===== config.mk =====
export PLATFORM = sky130hd
export DESIGN_NAME = eeprom_page_ctrl
export DESIGN_NICKNAME = d
export VERILOG_FILES = /design/src/rtl/eeprom_page_ctrl.sv
export SDC_FILE = /design/constraint.sdc
export NUM_CORES = 1
export LEC_CHECK = 0
export ABC_AREA = 1
export CAP_MARGIN = 20
export CORE_ASPECT_RATIO = 0.6
export CORE_MARGIN = 1
export CORE_UTILIZATION = 52
export CTS_CLUSTER_SIZE = 25
export DETAILED_ROUTE_END_ITERATION = 8
export PLACE_DENSITY = 0.81
export SLEW_MARGIN = 5
export SYNTH_ARGS = -nofsm -noshare
export SYNTH_HDL_FRONTEND = slang
export SYNTH_SLANG_ARGS = --single-unit

===== constraint.sdc =====
create_clock -name clk -period 3.8 [get_ports clk]
set_clock_uncertainty 0.15 [all_clocks]
set_input_delay 0.76 -clock clk [delete_from_list [all_inputs] [get_ports clk]]
set_output_delay 0.76 -clock clk [all_outputs]
set_load 0.01 [all_outputs]

===== src/rtl/eeprom_page_ctrl.sv =====
// Command-level front end for the EEPROM I2C byte driver: splits a user read/write
// command into page-aligned (write) or 64-byte (read) bursts and waits tWR after every page.
module eeprom_page_ctrl #(
    parameter int PAGE_SIZE  = 32,
    parameter int TWR_CYCLES = 250000,
    parameter int ADDR_W     = 16,
    parameter int LEN_W      = 12
) (
    input  logic              clk,
    input  logic              rst_n,
    input  logic              cmd_valid,
    output logic              cmd_ready,
    input  logic              cmd_rw,
    input  logic [ADDR_W-1:0] cmd_addr,
    input  logic [LEN_W-1:0]  cmd_len_sub1,
    input  logic [7:0]        usr_wr_data,
    output logic              usr_wr_rden,
    output logic [7:0]        usr_rd_data,
    output logic              usr_rd_valid,
    output logic              cmd_done,
    output logic              drv_wr_req,
    output logic [23:0]       drv_wr_addr,
    output logic [5:0]        drv_wr_num_sub1,
    output logic [7:0]        drv_wr_data,
    input  logic              drv_wr_rden,
    input  logic              drv_wr_busy,
    output logic              drv_rd_req,
    output logic [23:0]       drv_rd_addr,
    output logic [5:0]        drv_rd_num_sub1,
    input  logic [7:0]        drv_rd_data,
    input  logic              drv_rd_valid,
    input  logic              drv_rd_busy
);

    localparam int TWR_W  = $clog2(TWR_CYCLES + 1);
    localparam int PAGE_B = $clog2(PAGE_SIZE);
    localparam int REM_W  = LEN_W + 1;

    typedef enum logic [2:0] {
        S_IDLE,
        S_CALC,
        S_REQ,
        S_BUSY,
        S_TWR,
        S_DONE
    } state_t;

    state_t            state_reg, state_next;
    logic [ADDR_W-1:0] addr_reg;
    logic [REM_W-1:0]  rem_reg;
    logic              rw_reg;
    logic [6:0]        n_reg;
    logic [TWR_W-1:0]  twr_cnt_reg;
    logic [ADDR_W-1:0] wr_addr_reg, rd_addr_reg;
    logic [5:0]        wr_num_reg, rd_num_reg;
    logic [7:0]        rd_data_reg;
    logic              rd_valid_reg;

    logic [PAGE_B-1:0] page_off;
    logic [6:0]        page_room;
    logic [6:0]        burst_limit;
    logic [6:0]        burst_n;
    logic [REM_W-1:0]  rem_after;
    logic              busy_sel;
    logic              twr_last;
    logic              in_busy;

    // Writes may not cross a page boundary; reads are only capped by the driver's 64-byte limit.
    assign page_off    = addr_reg[PAGE_B-1:0];
    assign page_room   = 7'(PAGE_SIZE) - 7'(page_off);
    assign burst_limit = rw_reg ? 7'd64 : page_room;
    assign burst_n     = (rem_reg < REM_W'(burst_limit)) ? 7'(rem_reg) : burst_limit;
    assign rem_after   = rem_reg - REM_W'(n_reg);
    assign busy_sel    = rw_reg ? drv_rd_busy : drv_wr_busy;
    assign twr_last    = (twr_cnt_reg == TWR_W'(TWR_CYCLES - 1));
    assign in_busy     = (state_reg == S_BUSY);

    always_ff @(posedge clk) begin
        if (!rst_n) begin
            state_reg <= S_IDLE;
        end else begin
            state_reg <= state_next;
        end
    end

    always_comb begin
        state_next = state_reg;
        cmd_ready  = 1'b0;
        cmd_done   = 1'b0;
        drv_wr_req = 1'b0;
        drv_rd_req = 1'b0;
        case (state_reg)
            S_IDLE: begin
                cmd_ready = 1'b1;
                if (cmd_valid) begin
                    state_next = S_CALC;
                end
            end
            S_CALC: state_next = S_REQ;
            S_REQ: begin
                drv_wr_req = !rw_reg;
                drv_rd_req = rw_reg;
                if (busy_sel) begin
                    state_next = S_BUSY;
                end
            end
            S_BUSY: begin
                if (!busy_sel) begin
                    if (!rw_reg) begin
                        state_next = S_TWR;
                    end else if (rem_after != '0) begin
                        state_next = S_CALC;
                    end else begin
                        state_next = S_DONE;
                    end
                end
            end
            S_TWR: begin
                if (twr_last) begin
                    state_next = (rem_reg != '0) ? S_CALC : S_DONE;
                end
            end
            S_DONE: begin
                cmd_done   = 1'b1;
                state_next = S_IDLE;
            end
            default: state_next = S_IDLE;
        endcase
    end

    always_ff @(posedge clk) begin
        if (!rst_n) begin
            addr_reg     <= '0;
            rem_reg      <= '0;
            rw_reg       <= 1'b0;
            n_reg        <= '0;
            twr_cnt_reg  <= '0;
            wr_addr_reg  <= '0;
            rd_addr_reg  <= '0;
            wr_num_reg   <= '0;
            rd_num_reg   <= '0;
            rd_data_reg  <= '0;
            rd_valid_reg <= 1'b0;
        end else begin
            if (state_reg == S_IDLE && cmd_valid) begin
                addr_reg <= cmd_addr;
                rem_reg  <= REM_W'(cmd_len_sub1) + REM_W'(1);
                rw_reg   <= cmd_rw;
            end
            if (state_reg == S_CALC) begin
                n_reg <= burst_n;
                if (rw_reg) begin
                    rd_addr_reg <= addr_reg;
                    rd_num_reg  <= 6'(burst_n - 7'd1);
                end else begin
                    wr_addr_reg <= addr_reg;
                    wr_num_reg  <= 6'(burst_n - 7'd1);
                end
            end
            // Address wraps naturally at 2^ADDR_W, so the next page split sees the wrapped address.
            if (in_busy && !busy_sel) begin
                addr_reg <= addr_reg + ADDR_W'(n_reg);
                rem_reg  <= rem_after;
            end
            twr_cnt_reg  <= (state_reg == S_TWR) ? twr_cnt_reg + TWR_W'(1) : '0;
            rd_valid_reg <= in_busy && rw_reg && drv_rd_valid;
            if (in_busy && rw_reg && drv_rd_valid) begin
                rd_data_reg <= drv_rd_data;
            end
        end
    end

    assign usr_wr_rden     = drv_wr_rden && in_busy && !rw_reg;
    assign drv_wr_data     = usr_wr_data;
    assign usr_rd_data     = rd_data_reg;
    assign usr_rd_valid    = rd_valid_reg;
    assign drv_wr_addr     = 24'(wr_addr_reg);
    assign drv_rd_addr     = 24'(rd_addr_reg);
    assign drv_wr_num_sub1 = wr_num_reg;
    assign drv_rd_num_sub1 = rd_num_reg;

endmodule


==> flow_summary.json, run 1 <==
{
  "required_ns": 3.89,
  "antenna_found_initial": 0,
  "crit_path_end": "addr_reg[5]$_SDFFE_PN0P_",
  "via_count": 6251,
  "ir_drop_mv": 0.5083,
  "cts_buffers": 9,
  "wl_met2_microns": 6758,
  "rr_worst_depth": 11,
  "cts_tree": "done",
  "row_count": 30,
  "maxCapViolations": 0,
  "slew_headroom_pct": 25.30,
  "grt_use_total_pct": 27.20,
  "power_density_mw_per_mm2": 762.9,
  "ys.flop_type": "dfxtp_1",
  "clk_latency_ns": 0.35,
  "top_layer": "met4",
  "initial_core_util_pct": 54.83,
  "final.period_utilization_pct": 89.19,
  "dp_hpwl_microns": 12740,
  "cp-startpoint": "drv_rd_busy",
  "area_growth_pct": 19.83,
  "port_buffers": 101,
  "grt_pass1_wl_microns": 27780,
  "final.min_clock_period_ns": 3.389,
  "critPathCaptureType": "flip-flop",
  "dr.first_iter.drc_count": 464,
  "yosysMostFrequentCell": "nand2_1",
  "synthDistinctLibCells": 55,
  "grt_max_degree": 55,
  "drt_pre_antenna_iters": 6,
  "synth_common_cells": "nand2_1, nor2_1, inv_1",
  "crit_chain": "clkdlybuf4s50_1 > or2_1 > o21ai_2 > inv_2 > nor2_8 > nor2_2 > clkinv_1 > o221a_2 > o21ai_0 > inv_1",
  "grt_pass1_vias": 5579,
  "nets": 1087,
  "synth.top_cells.by_area": "dfxtp_1, nand2_1, nor2_1, inv_1, o21ai_0",
  "met1Wirelength_microns": 8480,
  "wl_per_cell_microns": 14.56,
  "yosysSeqAreaShare_pct": 34.83,
  "clk_pin_slew_ns": 0.07,
  "holdBufCountCts": 0,
  "synth-edff-count": 0,
  "synth_cells": 928,
  "cp.arrival_ns": 3.48,
  "pre_cts_ws_ns": 0.1342,
  "largest_reg_flops": 18,
  "cpMaxStageDelayCell": "nor2_2",
  "rsz0062_at_grt": "no",
  "die-area_sq_mm": 0.01273,
  "pin_count": 134,
  "gp_congestion": 0.9445,
  "setup_ws_ns": 0.4107,
  "cts-root-buf": "clkbuf_16",
  "path_class": "in -> reg",
  "setup_viol": 0,
  "diodes": 0,
  "async_flop_share_pct": 0,
  "routed-wl-met3_microns": 1777,
  "crit_path_max_fanout": 21,
  "dp.cells": 1158,
  "r2r_end": "addr_reg[5]$_SDFFE_PN0P_",
  "htree_num_levels": 3,
  "cp-start-kind": "primary input",
  "r2r-start": "rw_reg$_SDFFE_PN0P_",
  "hold_viol_final": 0,
  "grt_overflow": 0,
  "filler_cell_count": 1015,
  "synth.cell_area_sq_mm": 0.006380,
  "dieWidth_microns": 145.0,
  "yosysWarnings": 0,
  "syn_avg_cell_area_sq_um": 6.875,
  "fin_cells": 1174,
  "post_cts.repair.setup_buffers": 0,
  "core_sq_mm": 0.01164,
  "reg2reg_slack_ns": 0.56,
  "final.setup.tns_ns": 0,
  "status": "completed",
  "drive_above_1_share_pct": 5.720,
  "drt-vias-per-instance": 5.325,
  "wl_microns": 17090,
  "worst_pin_slew_ns": 1.119,
  "clock-sinks": 111,
  "detail-route-antenna-nets": 0,
  "yosysTopAreaCellShare_pct": 34.83,
  "cts_buffer_depth": 2,
  "synth.largest_area_cell": "dfxtp_1",
  "maxSlewViolCount": 0,
  "fmax_mhz": 295.1,
  "leakage_nw": 3.328,
  "drc_errors": 0,
  "cts_resized": 0,
  "ys_ff_latch": 111,
  "worstHoldPathType": "reg -> reg",
  "die_h_microns": 87.80,
  "slowest_delay_ns": 0.84
}
[routing by layer]
layer	vias up	global-route usage, %
li1	3146	-
met1	2800	40.50
met2	295	39.20
met3	10	7.813
met4	0	3.772
met5	-	0
[cells in the final DEF, fill, tap and decap left out, types with 4 or more instances in the layout]
cell             netlist  final
a21oi_1               71     71
nand3_1               54     54
buf_4                 25      9
nand2_1              159    159
nor2_1               131    130
xnor2_1                6      6
inv_1                126    126
nor3_1                12     12
clkbuf_16              0      9
conb_1                 1     16
o22ai_1                4      4
nand4_1               13     13
inv_6                  0      4
dfxtp_1              111    111
a31oi_1                7      7
inv_2                  7      7
o211ai_1               9      9
o21ai_0               79     79
nor4_1                 4      4
xor2_1                 6      6
ha_1                  24     24
clkdlybuf4s50_1        0    101
[cell families (layout without fill, tap and decap cells)]
kind of cell / count (synthesis) / after routing / synth area share (%)
AND/OR/NAND/NOR: 399 / 399 / 27.83
AO/OA/AOI/OAI: 190 / 190 / 16.92
buffers and inverters: 189 / 260 / 13.37
flip-flops: 111 / 111 / 34.83
adder cells (fa/ha/maj): 26 / 26 / 5.334
XOR/XNOR: 12 / 12 / 1.647
other: 1 / 16 / 0.05878
[critical path, delay by kind of cell]
family,cells,cell delay [ns]
and+or+nand+nor,3,0.98
AOI/OAI and AO/OA,3,0.53
buffers and inverters,4,1.19
[area by class of cell]
type                       instances  area, sq um  share of cell area, %
inverter                         134        503.0                  6.579
sequential                       111         2222                  29.07
tap                              160        200.2                  2.619
timing repair buffer             110         1079                  14.11
clock inverter                     7        52.55                 0.6874
clock buffer                       9        225.2                  2.946
multi-input combinational        643         3363                  43.99
[per-stage QoR]
stage          util (%)  power (mW)  hold WS [ns]  area (sq um)
2_1_floorplan         -       3.928        0.2676          6436
3_3_place_gp      63.31       4.780        0.2830          7367
3_5_place_dp      63.31       4.846        0.2941          7367
4_1_cts           65.70       5.769        0.3082          7645
5_1_grt           65.70       6.279        0.3407          7645
6_report          65.70       5.832        0.3022          7645
[power breakdown]
group	switching (mW)	internal, mW	total, mW	leakage, nW
sequential	0.239	1.42	1.66	0.904
combinational	2.06	1.20	3.26	2.29
clock	0.457	0.453	0.910	0.137
[worst min-delay path by stage]
stage / from / end / cells after the start
2_1_floorplan: twr_cnt_reg[0]$_SDFF_PN0_ / twr_cnt_reg[0]$_SDFF_PN0_ / 1
3_3_place_gp: twr_cnt_reg[0]$_SDFF_PN0_ / twr_cnt_reg[0]$_SDFF_PN0_ / 1
3_5_place_dp: twr_cnt_reg[0]$_SDFF_PN0_ / twr_cnt_reg[0]$_SDFF_PN0_ / 1
4_1_cts: twr_cnt_reg[0]$_SDFF_PN0_ / twr_cnt_reg[0]$_SDFF_PN0_ / 1
5_1_grt: twr_cnt_reg[0]$_SDFF_PN0_ / twr_cnt_reg[0]$_SDFF_PN0_ / 1
6_report: twr_cnt_reg[0]$_SDFF_PN0_ / twr_cnt_reg[0]$_SDFF_PN0_ / 1
No activity file was read; power rests on OpenSTA's default activity.
==> run 2, diff against run 1 <==
- PLACE_DENSITY: 0.81 -> default
- PLACE_DENSITY_LB_ADDON: default -> 0.2
==> flow_summary.json, run 2 (synthesized netlist as in run 1, its figures left out) <==
{
  "pwr-share-seq_pct": 27.8,
  "cts_tree": "done",
  "cts-root-buf": "clkbuf_16",
  "cp.arrival_ns": 3.42,
  "dp.cells": 1159,
  "grt_pass1_vias": 5482,
  "slowest_delay_ns": 0.83,
  "clk_latency_ns": 0.36,
  "clock-sinks": 111,
  "grt_max_degree": 55,
  "final_common_cell": "nand2_1",
  "detail-route-antenna-nets": 0,
  "final_cell_mix": "nand2_1, nor2_1, inv_1, dfxtp_1, clkdlybuf4s50_1",
  "cpMaxStageDelayCell": "nor2_2",
  "setup_ws_ns": 0.4810,
  "wl_microns": 17040,
  "path_class": "in -> reg",
  "status": "completed",
  "largest_reg_flops": 18,
  "drive_above_1_share_pct": 5.813,
  "cts_resized": 0,
  "slew_headroom_pct": 26.40,
  "final.setup.tns_ns": 0,
  "holdBufCountCts": 0,
  "leakage_nw": 3.362,
  "dpl_cell_area_sq_mm": 0.007375,
  "setup_viol": 0,
  "fmax_mhz": 301.3,
  "power.total_mw": 5.976,
  "worstHoldPathType": "reg -> reg",
  "core_sq_mm": 0.01164,
  "die_h_microns": 87.80,
  "antenna_found_initial": 0,
  "clkPwrFrac_pct": 17.9,
  "die-area_sq_mm": 0.01273,
  "pin_count": 134,
  "cp-start-kind": "primary input",
  "grt_pass1_wl_microns": 27810,
  "drc_errors": 0,
  "row_count": 30,
  "drt-vias-per-instance": 5.267,
  "required_ns": 3.90,
  "crit_path_max_fanout": 25,
  "nets": 1088,
  "min_path_cells": 1,
  "ir_drop_mv": 0.4040,
  "dp_hpwl_microns": 12730,
  "maxSlewViolCount": 0,
  "grt_overflow": 0,
  "p_int_mw": 3.237,
  "cts_buffers": 9,
  "area_growth_pct": 20.87,
  "critical-path-top-delay-family": "buffers and inverters",
  "path_depth": 10,
  "p_sw_share_pct": 45.84,
  "final.period_utilization_pct": 87.34,
  "design_area_sq_mm": 0.007711,
  "cts_buffer_depth": 2,
  "grt_use_total_pct": 27.60,
  "crit_buf_inv": 4,
  "clk_pin_slew_ns": 0.07,
  "gp_congestion": 0.9537,
  "switching_power_mw": 2.739,
  "critPathCaptureType": "flip-flop",
  "dr.first_iter.drc_count": 505,
  "rr_worst_depth": 21,
  "maxCapViolations": 0,
  "hold_viol_final": 0,
  "power_density_mw_per_mm2": 775.0,
  "htree_num_levels": 3,
  "via_count": 6189,
  "drt_pre_antenna_iters": 5,
  "comb_power_share_pct": 54.3,
  "final.min_clock_period_ns": 3.319,
  "post_cts.repair.setup_buffers": 0,
  "crit_chain": "clkdlybuf4s50_1 > or2_1 > o21ai_2 > inv_2 > nor2_8 > nor2_2 > clkinv_1 > o221a_2 > o21ai_0 > inv_1",
  "port_buffers": 101,
  "worst_pin_slew_ns": 1.103,
  "diodes": 0,
  "fin_cells": 1175,
  "rsz0062_at_grt": "no",
  "pre_cts_ws_ns": 0.1493,
  "dieWidth_microns": 145.0,
  "initial_core_util_pct": 54.83,
  "wl_per_cell_microns": 14.50
}
run 2: worst paths after layout:
| kind | from | endpoint | slack [ns] |
|---|---|---|---|
| setup reg to reg | addr_reg[1]$_SDFFE_PN0P_ | drv_rd_num_sub1[4]$_SDFFE_PN0P_ | 0.53 |
| hold / removal | twr_cnt_reg[0]$_SDFF_PN0_ | twr_cnt_reg[0]$_SDFF_PN0_ | 0.30 |
| hold reg to reg | twr_cnt_reg[0]$_SDFF_PN0_ | twr_cnt_reg[0]$_SDFF_PN0_ | 0.30 |
| setup / recovery | drv_rd_busy | addr_reg[5]$_SDFFE_PN0P_ | 0.48 |
run 2: routing by layer:
metal | track usage (%) | wire, microns | vias to the layer above
met4 | 4.545 | 106 | 0
met2 | 39.12 | 6619 | 278
li1 | - | - | 3141
met3 | 7.083 | 1644 | 12
met1 | 41.87 | 8666 | 2758
met5 | 0 | 0 | -
run 2: power groups by stage:
stage          sequential (mW)  clock [mW]  combinational (mW)
3_5_place_dp              1.67           0                3.17
4_1_cts                   1.65        1.08                3.20
2_1_floorplan             1.66           0                2.27
3_3_place_gp              1.67           0                3.12
6_report                  1.66        1.07                3.25
5_1_grt                   1.69        1.13                3.62
run 2: metrics by stage:
stage          hold slack [ns]  utilization (%)
4_1_cts                 0.3005            66.27
3_3_place_gp            0.2784            63.38
6_report                0.2960            66.27
3_5_place_dp            0.2863            63.38
2_1_floorplan           0.2676                -
5_1_grt                 0.3520            66.27
run 2: layout make-up:
type / count / area [sq um]
Fill cell: 1043 / 3925
Multi-Input combinational cell: 643 / 3363
Sequential cell: 111 / 2222
Timing Repair Buffer: 111 / 1086
Inverter: 134 / 503.0
Clock buffer: 10 / 239.0
Tap cell: 160 / 200.2
Clock inverter: 6 / 97.59
==> run 3, diff against run 2 <==
- GPL_ROUTABILITY_DRIVEN: default -> 0
==> flow_summary.json, run 3 (synthesized netlist as in run 1, its figures left out) <==
{
  "wl_microns": 16910,
  "largest_reg_flops": 18,
  "drive_above_1_share_pct": 5.621,
  "cpMaxStageDelayCell": "nor2_2",
  "setup_viol": 0,
  "wl_per_cell_microns": 14.40,
  "final.setup.tns_ns": 0,
  "power_density_mw_per_mm2": 759.0,
  "final_cell_mix": "nand2_1, nor2_1, inv_1, dfxtp_1, clkdlybuf4s50_1",
  "dieWidth_microns": 145.0,
  "cts_tree": "done",
  "cts_resized": 0,
  "setup_ws_ns": 0.5468,
  "grt_pass1_wl_microns": 27370,
  "core_sq_mm": 0.01164,
  "clock-sinks": 111,
  "r2r_end": "drv_rd_num_sub1[4]$_SDFFE_PN0P_",
  "slew_headroom_pct": 33.87,
  "crit_chain": "clkdlybuf4s50_1 > or2_1 > o21ai_2 > inv_2 > nor2_8 > nor2_2 > clkinv_1 > o221a_2 > o21ai_0 > inv_1",
  "dr.first_iter.drc_count": 541,
  "final.min_clock_period_ns": 3.253,
  "r2r-start": "addr_reg[1]$_SDFFE_PN0P_",
  "status": "completed",
  "holdWs_ns": 0.3046,
  "min_path_cells": 1,
  "holdBufCountCts": 0,
  "final_common_cell": "nand2_1",
  "worstHoldPathType": "reg -> reg",
  "nets": 1087,
  "initial_core_util_pct": 54.83,
  "crit_path_max_fanout": 19,
  "die_h_microns": 87.80,
  "area_growth_pct": 19.79,
  "critPathCaptureType": "flip-flop",
  "cp.arrival_ns": 3.34,
  "drt-vias-per-instance": 5.246,
  "cp-start-kind": "primary input",
  "row_count": 30,
  "final.period_utilization_pct": 85.61,
  "maxSlewViolCount": 0,
  "fmax_mhz": 307.4,
  "ir_drop_mv": 0.4465,
  "reg2reg_slack_ns": 0.56,
  "maxCapViolations": 0,
  "hold_start": "twr_cnt_reg[0]$_SDFF_PN0_",
  "worst_pin_slew_ns": 0.9908,
  "cts_buffer_depth": 2,
  "htree_num_levels": 3,
  "detail-route-antenna-nets": 0,
  "path_class": "in -> reg",
  "dp_hpwl_microns": 12710,
  "grt_overflow": 0,
  "min_delay_worst_endpoint": "twr_cnt_reg[0]$_SDFF_PN0_",
  "clk_pin_slew_ns": 0.07,
  "grt_use_total_pct": 26.94,
  "post_cts.repair.setup_buffers": 0,
  "required_ns": 3.89,
  "antenna_found_initial": 0,
  "diodes": 0,
  "cts_buffers": 9,
  "filler_cell_count": 1094,
  "grt_max_degree": 55,
  "port_buffers": 101,
  "pin_count": 134,
  "hold_viol_final": 0,
  "die-area_sq_mm": 0.01273,
  "cts-root-buf": "clkbuf_16",
  "pre_cts_ws_ns": 0.2778,
  "leakage_nw": 3.313,
  "via_count": 6159,
  "grt_pass1_vias": 5419,
  "drc_errors": 0,
  "final_util_pct": 65.68,
  "slowest_delay_ns": 0.76,
  "rr_worst_depth": 19,
  "rsz0062_at_grt": "no",
  "drt_pre_antenna_iters": 6,
  "clk_latency_ns": 0.35
}
## run 3: worst max path at each step
stage	cells after the start	endpoint	startpoint	slack (ns)
final	10	addr_reg[5]$_SDFFE_PN0P_	drv_rd_busy	0.55
after CTS	19	drv_rd_num_sub1[4]$_SDFFE_PN0P_	addr_reg[1]$_SDFFE_PN0P_	0.58
after floorplan	21	drv_rd_num_sub1[4]$_SDFFE_PN0P_	addr_reg[0]$_SDFFE_PN0P_	1.05
after global placement	10	addr_reg[5]$_SDFFE_PN0P_	drv_rd_busy	0.33
after detailed placement	10	addr_reg[5]$_SDFFE_PN0P_	drv_rd_busy	0.28
after global routing	21	drv_rd_num_sub1[4]$_SDFFE_PN0P_	addr_reg[1]$_SDFFE_PN0P_	0.25
## run 3: critical path, delay by kind of cell
| kind | cells | cell delay (ns) |
|---|---|---|
| and+or+nand+nor | 3 | 0.91 |
| AOI/OAI and AO/OA | 3 | 0.50 |
| buffers and inverters | 4 | 1.18 |
## run 3: stage by stage
step,total power [mW],std cells,area [sq um]
finish,5.800,1174,7642
global route,6.267,1174,7642
CTS,5.755,1174,7642
detailed placement,4.851,1158,7367
global placement,4.779,1158,7367
floorplan,3.928,943,6436
## run 3: area by class of cell
cell class	count	area [sq um]	share of cell area (%)
multi-input combinational	643	3363	44.01
sequential	111	2222	29.08
tap	160	200.2	2.620
timing repair buffer	110	1079	14.11
clock inverter	6	46.29	0.6058
clock buffer	10	229.0	2.996
inverter	134	503.0	6.582
## run 3: where the power goes
| group | switching [mW] | total [mW] | internal [mW] | leakage, nW |
|---|---|---|---|---|
| clock | 0.436 | 0.885 | 0.449 | 0.123 |
| sequential | 0.241 | 1.66 | 1.42 | 0.904 |
| combinational | 2.05 | 3.25 | 1.21 | 2.29 |
## run 3: routing by layer
| layer | routed length (microns) | up-vias | global-route usage, % |
|---|---|---|---|
| met1 | 8586 | 2740 | 40.01 |
| met2 | 6431 | 252 | 37.98 |
| met5 | 0 | - | 0 |
| met3 | 1757 | 16 | 7.969 |
| li1 | - | 3151 | - |
| met4 | 134 | 0 | 5.513 |
